--- config.mk ---
export PLATFORM = sky130hd
export DESIGN_NAME = uart_rx_ble
export DESIGN_NICKNAME = d
export VERILOG_FILES = /design/src/rtl/uart_pkg.sv /design/src/rtl/rx_sync.sv /design/src/rtl/uart_rx_ble.sv
export SDC_FILE = /design/constraint.sdc
export NUM_CORES = 1
export LEC_CHECK = 0
export CORE_ASPECT_RATIO = 0.9
export CORE_UTILIZATION = 39
export DETAILED_ROUTE_END_ITERATION = 8
export PLACE_DENSITY = 0.61
export SLEW_MARGIN = 5
export SYNTH_ARGS = -nofsm -noshare
export SYNTH_HDL_FRONTEND = slang
export SYNTH_HIERARCHICAL = 1
export SYNTH_SLANG_ARGS = --single-unit
--- constraint.sdc ---
create_clock -name clk -period 6.45 [get_ports clk]
set_clock_uncertainty 0.15 [all_clocks]
set_input_delay 0.645 -clock clk [delete_from_list [all_inputs] [get_ports clk]]
set_output_delay 0.645 -clock clk [all_outputs]
set_load 0.03 [all_outputs]
--- src/rtl/uart_pkg.sv ---
// Shared UART definitions: receiver state encoding and the default baud divisor
// (50 MHz / 9600 baud), also used by the transmitter.
package uart_pkg;

  localparam int unsigned BAUD_DIV_DEFAULT = 5208;

  typedef enum logic [2:0] {
    IDLE,
    START,
    DATA,
    STOP,
    BREAK
  } rx_state_t;

endpackage

--- src/rtl/rx_sync.sv ---
// Two-flop synchronizer for an asynchronous level input. Both flops reset to 1,
// so an idle-high line does not look active while coming out of reset.
module rx_sync (
  input  logic clk,
  input  logic rst,
  input  logic async_in,
  output logic sync_out
);

  logic meta;

  always_ff @(posedge clk or posedge rst) begin
    if (rst) begin
      meta     <= 1'b1;
      sync_out <= 1'b1;
    end else begin
      meta     <= async_in;
      sync_out <= meta;
    end
  end

endmodule

--- src/rtl/uart_rx_ble.sv ---
// 8N1 UART receiver for the BLE command stream. Define UART_RX_FRAME_ERR_EN to
// add the frame_err output and the BREAK state for bad stop bits.
module uart_rx_ble
  import uart_pkg::*;
#(
  parameter int unsigned BAUD_DIV = BAUD_DIV_DEFAULT
) (
  input  logic       clk,
  input  logic       rst,
  input  logic       RX,
  input  logic       clr_rdy,
  output logic [7:0] rx_data,
  output logic       rdy,
`ifdef UART_RX_FRAME_ERR_EN
  output logic       frame_err,
`endif
  output rx_state_t  state_dbg
);

  localparam int CW = $clog2(BAUD_DIV);
  // The counter is examined in the cycle it reads 0, so an N-cycle interval loads N-1.
  localparam logic [CW-1:0] FULL_LOAD = CW'(BAUD_DIV - 1);
  localparam logic [CW-1:0] HALF_LOAD = CW'(BAUD_DIV / 2 - 1);

  rx_state_t     state, state_nxt;
  logic [CW-1:0] baud_cnt, baud_cnt_nxt;
  logic [3:0]    bit_cnt, bit_cnt_nxt;
  logic [7:0]    shift_reg, shift_nxt;
  logic          rx_s;
  logic          baud_done;
  logic          start_seen;
  logic          frame_done;
`ifdef UART_RX_FRAME_ERR_EN
  logic          err_set;
`endif

  rx_sync u_rx_sync (
    .clk      (clk),
    .rst      (rst),
    .async_in (RX),
    .sync_out (rx_s)
  );

  assign baud_done = (baud_cnt == '0);
  assign state_dbg = state;

  always_ff @(posedge clk or posedge rst) begin
    if (rst) begin
      state     <= IDLE;
      baud_cnt  <= '0;
      bit_cnt   <= '0;
      shift_reg <= '0;
    end else begin
      state     <= state_nxt;
      baud_cnt  <= baud_cnt_nxt;
      bit_cnt   <= bit_cnt_nxt;
      shift_reg <= shift_nxt;
    end
  end

  always_comb begin
    state_nxt    = state;
    baud_cnt_nxt = baud_done ? baud_cnt : baud_cnt - CW'(1);
    bit_cnt_nxt  = bit_cnt;
    shift_nxt    = shift_reg;
    start_seen   = 1'b0;
    frame_done   = 1'b0;
`ifdef UART_RX_FRAME_ERR_EN
    err_set      = 1'b0;
`endif
    case (state)
      IDLE: begin
        if (!rx_s) begin
          start_seen   = 1'b1;
          baud_cnt_nxt = HALF_LOAD;
          state_nxt    = START;
        end
      end
      START: begin
        if (baud_done) begin
          if (rx_s) begin
            state_nxt = IDLE;
          end else begin
            baud_cnt_nxt = FULL_LOAD;
            bit_cnt_nxt  = '0;
            state_nxt    = DATA;
          end
        end
      end
      DATA: begin
        if (baud_done) begin
          // LSB arrives first, so shifting right leaves bit 0 at the bottom after 8 samples.
          shift_nxt    = {rx_s, shift_reg[7:1]};
          bit_cnt_nxt  = bit_cnt + 4'd1;
          baud_cnt_nxt = FULL_LOAD;
          if (bit_cnt == 4'd7) state_nxt = STOP;
        end
      end
      STOP: begin
        if (baud_done) begin
`ifdef UART_RX_FRAME_ERR_EN
          if (rx_s) begin
            frame_done = 1'b1;
            state_nxt  = IDLE;
          end else begin
            err_set   = 1'b1;
            state_nxt = BREAK;
          end
`else
          frame_done = 1'b1;
          state_nxt  = IDLE;
`endif
        end
      end
`ifdef UART_RX_FRAME_ERR_EN
      BREAK: begin
        if (rx_s) state_nxt = IDLE;
      end
`endif
      default: state_nxt = IDLE;
    endcase
  end

  // rdy/clr_rdy: rdy rises the edge after a good stop sample and holds until the
  // consumer pulses clr_rdy or the next start bit is detected; a set always beats
  // a clear in the same cycle, and clr_rdy while rdy is low does nothing.
  always_ff @(posedge clk or posedge rst) begin
    if (rst) begin
      rx_data <= 8'h00;
      rdy     <= 1'b0;
    end else begin
      if (frame_done) rx_data <= shift_reg;
      if (frame_done)                  rdy <= 1'b1;
      else if (clr_rdy || start_seen)  rdy <= 1'b0;
    end
  end

`ifdef UART_RX_FRAME_ERR_EN
  always_ff @(posedge clk or posedge rst) begin
    if (rst)           frame_err <= 1'b0;
    else if (err_set)  frame_err <= 1'b1;
    else if (clr_rdy)  frame_err <= 1'b0;
  end
`endif

endmodule

==> results of run 1 <==
==> stage by stage <==
step	setup WS (ns)	hold slack, ns	power (mW)	instances
after floorplan	4.27	0.195	0.250	159
after global placement	4.15	0.198	0.254	232
after detailed placement	4.04	0.197	0.254	232
after CTS	4.01	0.208	0.449	240
after global routing	3.76	0.211	0.462	240
final	4.01	0.207	0.444	240
==> synthesized netlist by cell type (3+ instances only) <==
cell,number
a21oi_1,5
a31oi_1,3
dfrtp_1,36
ha_1,3
inv_1,11
mux2_2,11
mux2_4,6
nand2_1,11
nand3_1,7
nor2_1,8
o21ai_0,8
or3_1,4
==> routing by layer <==
| layer | vias up | track usage | share of wire |
|---|---|---|---|
| met3 | 2 | 0.0418 | 0.036 |
| met5 | - | 0 | 0 |
| li1 | 618 | - | - |
| met1 | 623 | 0.203 | 0.49 |
| met4 | 0 | 0.0566 | 0.0052 |
| met2 | 19 | 0.233 | 0.47 |
==> power breakdown <==
| part | switching [mW] | internal, mW |
|---|---|---|
| Clock | 0.0819 | 0.114 |
| Combinational | 0.00645 | 0.00239 |
| Sequential | 0.000509 | 0.239 |
==> cell type report <==
class | count | share of cell area
Tap cell | 62 | 0.0357
Clock buffer | 5 | 0.0317
Inverter | 11 | 0.0190
Sequential cell | 38 | 0.439
Clock inverter | 3 | 0.0184
Timing Repair Buffer | 15 | 0.0680
Multi-Input combinational cell | 106 | 0.388
==> cell families (layout without fill, tap and decap cells) <==
kind of cell	after synthesis	count (layout)	synth area share
AO/OA/AOI/OAI	27	27	0.0934
XOR/XNOR	1	1	0.00470
adder cells (fa/ha/maj)	3	3	0.0201
buffers and inverters	15	34	0.0363
flip-flops	38	38	0.512
multiplexers	19	19	0.126
other	1	1	0.00201
AND/OR/NAND/NOR	55	55	0.206
==> critical path, stage by stage, from the launching register on <==
cell and delay, ns:
dfrtp_1 0.46, inv_1 0.09, ha_1 0.18, nor3b_4 0.41
nand4_2 0.30, ha_1 0.38, nand2b_1 0.14, a21oi_1 0.10
o21ai_0 0.10
==> worst paths after layout <==
path	start	end	slack [ns]	depth (start not counted)
worst min-delay path	u_rx_sync/meta$_DFF_PP1_	u_rx_sync/sync_out$_DFF_PP1_	0.21	0
worst max register to register	baud_cnt[0]$_DFF_PP0_	baud_cnt[0]$_DFF_PP0_	4.01	8
worst max-delay path	baud_cnt[0]$_DFF_PP0_	baud_cnt[0]$_DFF_PP0_	4.01	8
max in group asynchronous	rst	rdy$_DFFE_PP0P_	5.19	3
worst min register to register	u_rx_sync/meta$_DFF_PP1_	u_rx_sync/sync_out$_DFF_PP1_	0.21	0
min in group asynchronous	rst	u_rx_sync/meta$_DFF_PP1_	0.57	2
==> impl_metrics.toml, run 1 <==
[status]
status = "complete, no violations"

[final_layout]
final_util = 0.480
multi_input_area_um2 = 842
layout-drive-gt1-share = 0.213
regArea_um2 = 953
diodes = 0
syn2layout_area_growth_pct = 16.5
final_common_cell = "dfrtp_1"
fin_nets = 184
final_area_um2 = 2170
mostFrequentLayoutCells = "36 x dfrtp_1, 14 x clkdlybuf4s50_1, 11 x nand2_1, 11 x mux2_2, 11 x inv_1"
largest_register_ffs = 13
nFillCells = 415

[routing]
firstDrtPassIters = 4
wl_per_cell_um = 13.7
drc_errors = 0
via_per_inst = 5.26
drt_iter0_drc = 73
vias = 1262
wl_mm = 3.30
ant_nets = 0

[clock_network]
cts.clk_slew.worst_paths_ns = 0.07
cts.repair.resized = 0
cts_inserted_buffers = 5
cts_htree_levels = 2
clock-sinks = 38
post_cts_buffers = 0
cts_hold_buf = 0
cts_tree = "built"
clock_latency_ns = 0.29
cts_buffer_depth = 2
cts_root_buf = "clkbuf_8"

[global_route]
grt_pass1_wl_mm = 5.72
grt_max_degree = 37
overflow = 0
globalRouteTotalUtil = 0.151
antenna_found_initial = 0
grt_pass1_vias = 1230

[synth]
ys_seq_area_frac = 0.512
synth_edf_count = 0
synth_seq_cells = 38
yosysUniqueCellTypes = 48
synth_flop_cell = "dfrtp_1"
synth_area_um2 = 1860
ys_warn_count = 6
syn_nets = 166
yosysTopAreaCell = "dfrtp_1"
synth_area_leaders = "dfrtp_1 48%, mux2_2 6.6%, mux2_4 4.8%"
postSynthCellCount = 159
synthArstFlopShare = 1.00
synth_top_area_share = 0.484
syn_area_per_cell_um2 = 11.7

[sta]
fin_crit_sh = 0.378
fin_tns_setup_ns = 0
final_hold_viol_count = 0
max_freq_ghz = 0.410
rsz0062_at_grt = "no"
finalSetupViolCount = 0
finalMaxSlewViolations = 0
period_minus_slack_ns = 2.44

[pwr]
power_density_nw_per_um2 = 205
vdd_drop_max_mv = 0.128
p_leak_nw = 0.975

[setup_path]
worstPathRequired_ns = 6.46
path_class = "reg2reg"
crit_path_end_kind = "flop"
startpoint_type = "flop"
critPathArrivalTime_ns = 2.45
critPathMaxFanout = 10

[placed_design]
dpl_cell_area_um2 = 2060
gp_congestion = 0.837
dpl.hpwl_mm = 2.40
port_buffers = 14

[floorplan]
core_area_um2 = 4520
rows = 23
io_pins = 16
die_w_um = 74.9
die_h_um = 67.6
die_area_um2 = 5060
start_util = 0.412

[min_path]
hp-class = "reg2reg"

[run]
drv_cap = 0
(Power assumes the default switching activity.)
==> run 2, diff against run 1 <==
==> constraint.sdc (replaced) <==
create_clock -name clk -period 2.3 [get_ports clk]
set_clock_uncertainty 0.15 [all_clocks]
set_input_delay 0.23 -clock clk [delete_from_list [all_inputs] [get_ports clk]]
set_output_delay 0.23 -clock clk [all_outputs]
set_load 0.03 [all_outputs]
==> run 2 against run 1 <==
Against the previous run: setup slack worse by 3.8 ns; utilization grew 0.36 points; non-clock buffer count increased by 5; critical path depth is 1 lower; wire length increased by 6.3%; cell area rose by 0.75%; global-route usage is 0.88 points higher; maximum frequency rose by 14%; largest cell class unchanged.
==> impl_metrics.toml, run 2 (synthesis results as in run 1) <==
[setup_path]
crit_chain = "inv_1 -> ha_1 -> nor3b_4 -> buf_4 -> nand4_4 -> nor2_4 -> mux2_2"
slowest_delay_ns = 0.44
crit_family = "simple AND/OR/NAND/NOR gates"
critPathMaxFanout = 9
worstPathRequired_ns = 2.32
cpMaxStageDelayCell = "dfrtp_1"
critPathArrivalTime_ns = 2.15
r2r_cells = 7
crit_path_end_kind = "flop"
startpoint_type = "flop"
worst-path-buf-inv = 2
path_depth = 7
path_class = "reg2reg"

[pwr]
pwr-share-comb = 0.022
seqPwrFrac = 0.600
p_switching_mw = 0.240
power_density_nw_per_um2 = 512
vdd_drop_max_mv = 0.404
p_leak_nw = 0.993
clockPowerShare = 0.378
p_int_mw = 0.881
switching_share = 0.214
total_power_mw = 1.12

[clock_network]
clock_latency_ns = 0.29
cts.clk_slew.worst_paths_ns = 0.06
cts_tree = "built"
cts_buffer_depth = 2
cts_inserted_buffers = 5
cts_htree_levels = 2
cts_root_buf = "clkbuf_8"
clock-sinks = 38

[status]
status = "complete, no violations"

[sta]
rsz0062_at_grt = "no"
max_freq_ghz = 0.468
finalSetupViolCount = 0
finalMaxSlewViolations = 0
final_hold_viol_count = 0
period_minus_slack_ns = 2.14
fin_crit_sh = 0.928
worst_slew_pin_slew_ns = 0.532
relSlewSlack = 0.642
fin_tns_setup_ns = 0

[placed_design]
gp_congestion = 0.813
dpl.hpwl_mm = 2.49
port_buffers = 14

[final_layout]
fin_nets = 189
layout-drive-gt1-share = 0.231
syn2layout_area_growth_pct = 17.4
mostFrequentLayoutCells = "36 x dfrtp_1, 14 x clkdlybuf4s50_1, 11 x nand2_1, 11 x mux2_2, 11 x inv_1"
final_common_cell = "dfrtp_1"
largest_register_ffs = 13
nFillCells = 420
diodes = 0

[floorplan]
die_h_um = 67.6
rows = 23
io_pins = 16
die_area_um2 = 5060
start_util = 0.412
die_w_um = 74.9
core_area_um2 = 4520

[global_route]
grt_pass1_wl_mm = 5.94
grt_max_degree = 37
overflow = 0
antenna_found_initial = 0
globalRouteTotalUtil = 0.160
grt_pass1_vias = 1207

[routing]
drc_errors = 0
wl_per_cell_um = 14.4
drt_iter0_drc = 89
via_per_inst = 5.20
vias = 1270
ant_nets = 0
firstDrtPassIters = 4
wl_mm = 3.50

[run]
drv_cap = 0

[min_path]
hp-class = "in2async"
run 2: changes by cell type in the layout (fill, tap and decap cells not counted), sizes merged:
cell	delta
buf	+5
bufinv	-1
run 2: layout make-up:
| type | count | area (um2) | share of cell area |
|---|---|---|---|
| Inverter | 11 | 41.3 | 0.0189 |
| Multi-Input combinational cell | 106 | 851 | 0.389 |
| Timing Repair Buffer | 20 | 185 | 0.0847 |
| Tap cell | 62 | 77.6 | 0.0355 |
| Sequential cell | 38 | 953 | 0.436 |
| Clock inverter | 2 | 10.0 | 0.00458 |
| Clock buffer | 5 | 68.8 | 0.0315 |
run 2: layer usage:
layer  track usage  wire length (um)
met1         0.222              1740
met2         0.235              1610
met3        0.0582               122
met4        0.0425                38
met5             0                 0
run 2: path summary, 6_finish.rpt:
check	start	to	slack, ns
min in group clk	RX	u_rx_sync/meta$_DFF_PP1_	0.20
max reg2reg	baud_cnt[1]$_DFF_PP0_	rx_data[6]$_DFFE_PP0P_	0.16
min reg2reg	u_rx_sync/meta$_DFF_PP1_	u_rx_sync/sync_out$_DFF_PP1_	0.21
max	baud_cnt[1]$_DFF_PP0_	rx_data[6]$_DFFE_PP0P_	0.16
max in group asynchronous	rst	baud_cnt[1]$_DFF_PP0_	1.46
min	rst	u_rx_sync/meta$_DFF_PP1_	0.14
run 2: power groups by stage:
| stage | combinational [mW] | clock [mW] | sequential, mW |
|---|---|---|---|
| floorplan | 0.0161 | 0 | 0.685 |
| global placement | 0.0257 | 0 | 0.685 |
| detailed placement | 0.0263 | 0 | 0.685 |
| CTS | 0.0262 | 0.437 | 0.673 |
| global route | 0.0292 | 0.470 | 0.672 |
| finish | 0.0250 | 0.423 | 0.673 |
run 2: what timing repair did:
| item | in CTS | in global routing |
|---|---|---|
| hold endpoints to repair | 0 | 0 |
| resized for setup | 0 | 1 |
| buffers inserted | 0 | 1 |
| hold buffers | 0 | 0 |
| endpoints found under the setup margin | 0 | 4 |
run 2: per-stage QoR:
step                 util  std cells  area, um2  setup slack (ns)  hold slack [ns]
floorplan               -        159       1860             0.121         -0.00850
global placement    0.463        236       2090             0.196            0.199
detailed placement  0.463        236       2090            0.0787            0.206
CTS                 0.480        243       2170            0.0687            0.145
global route        0.484        244       2190            0.0455            0.162
finish              0.484        244       2190             0.165            0.143
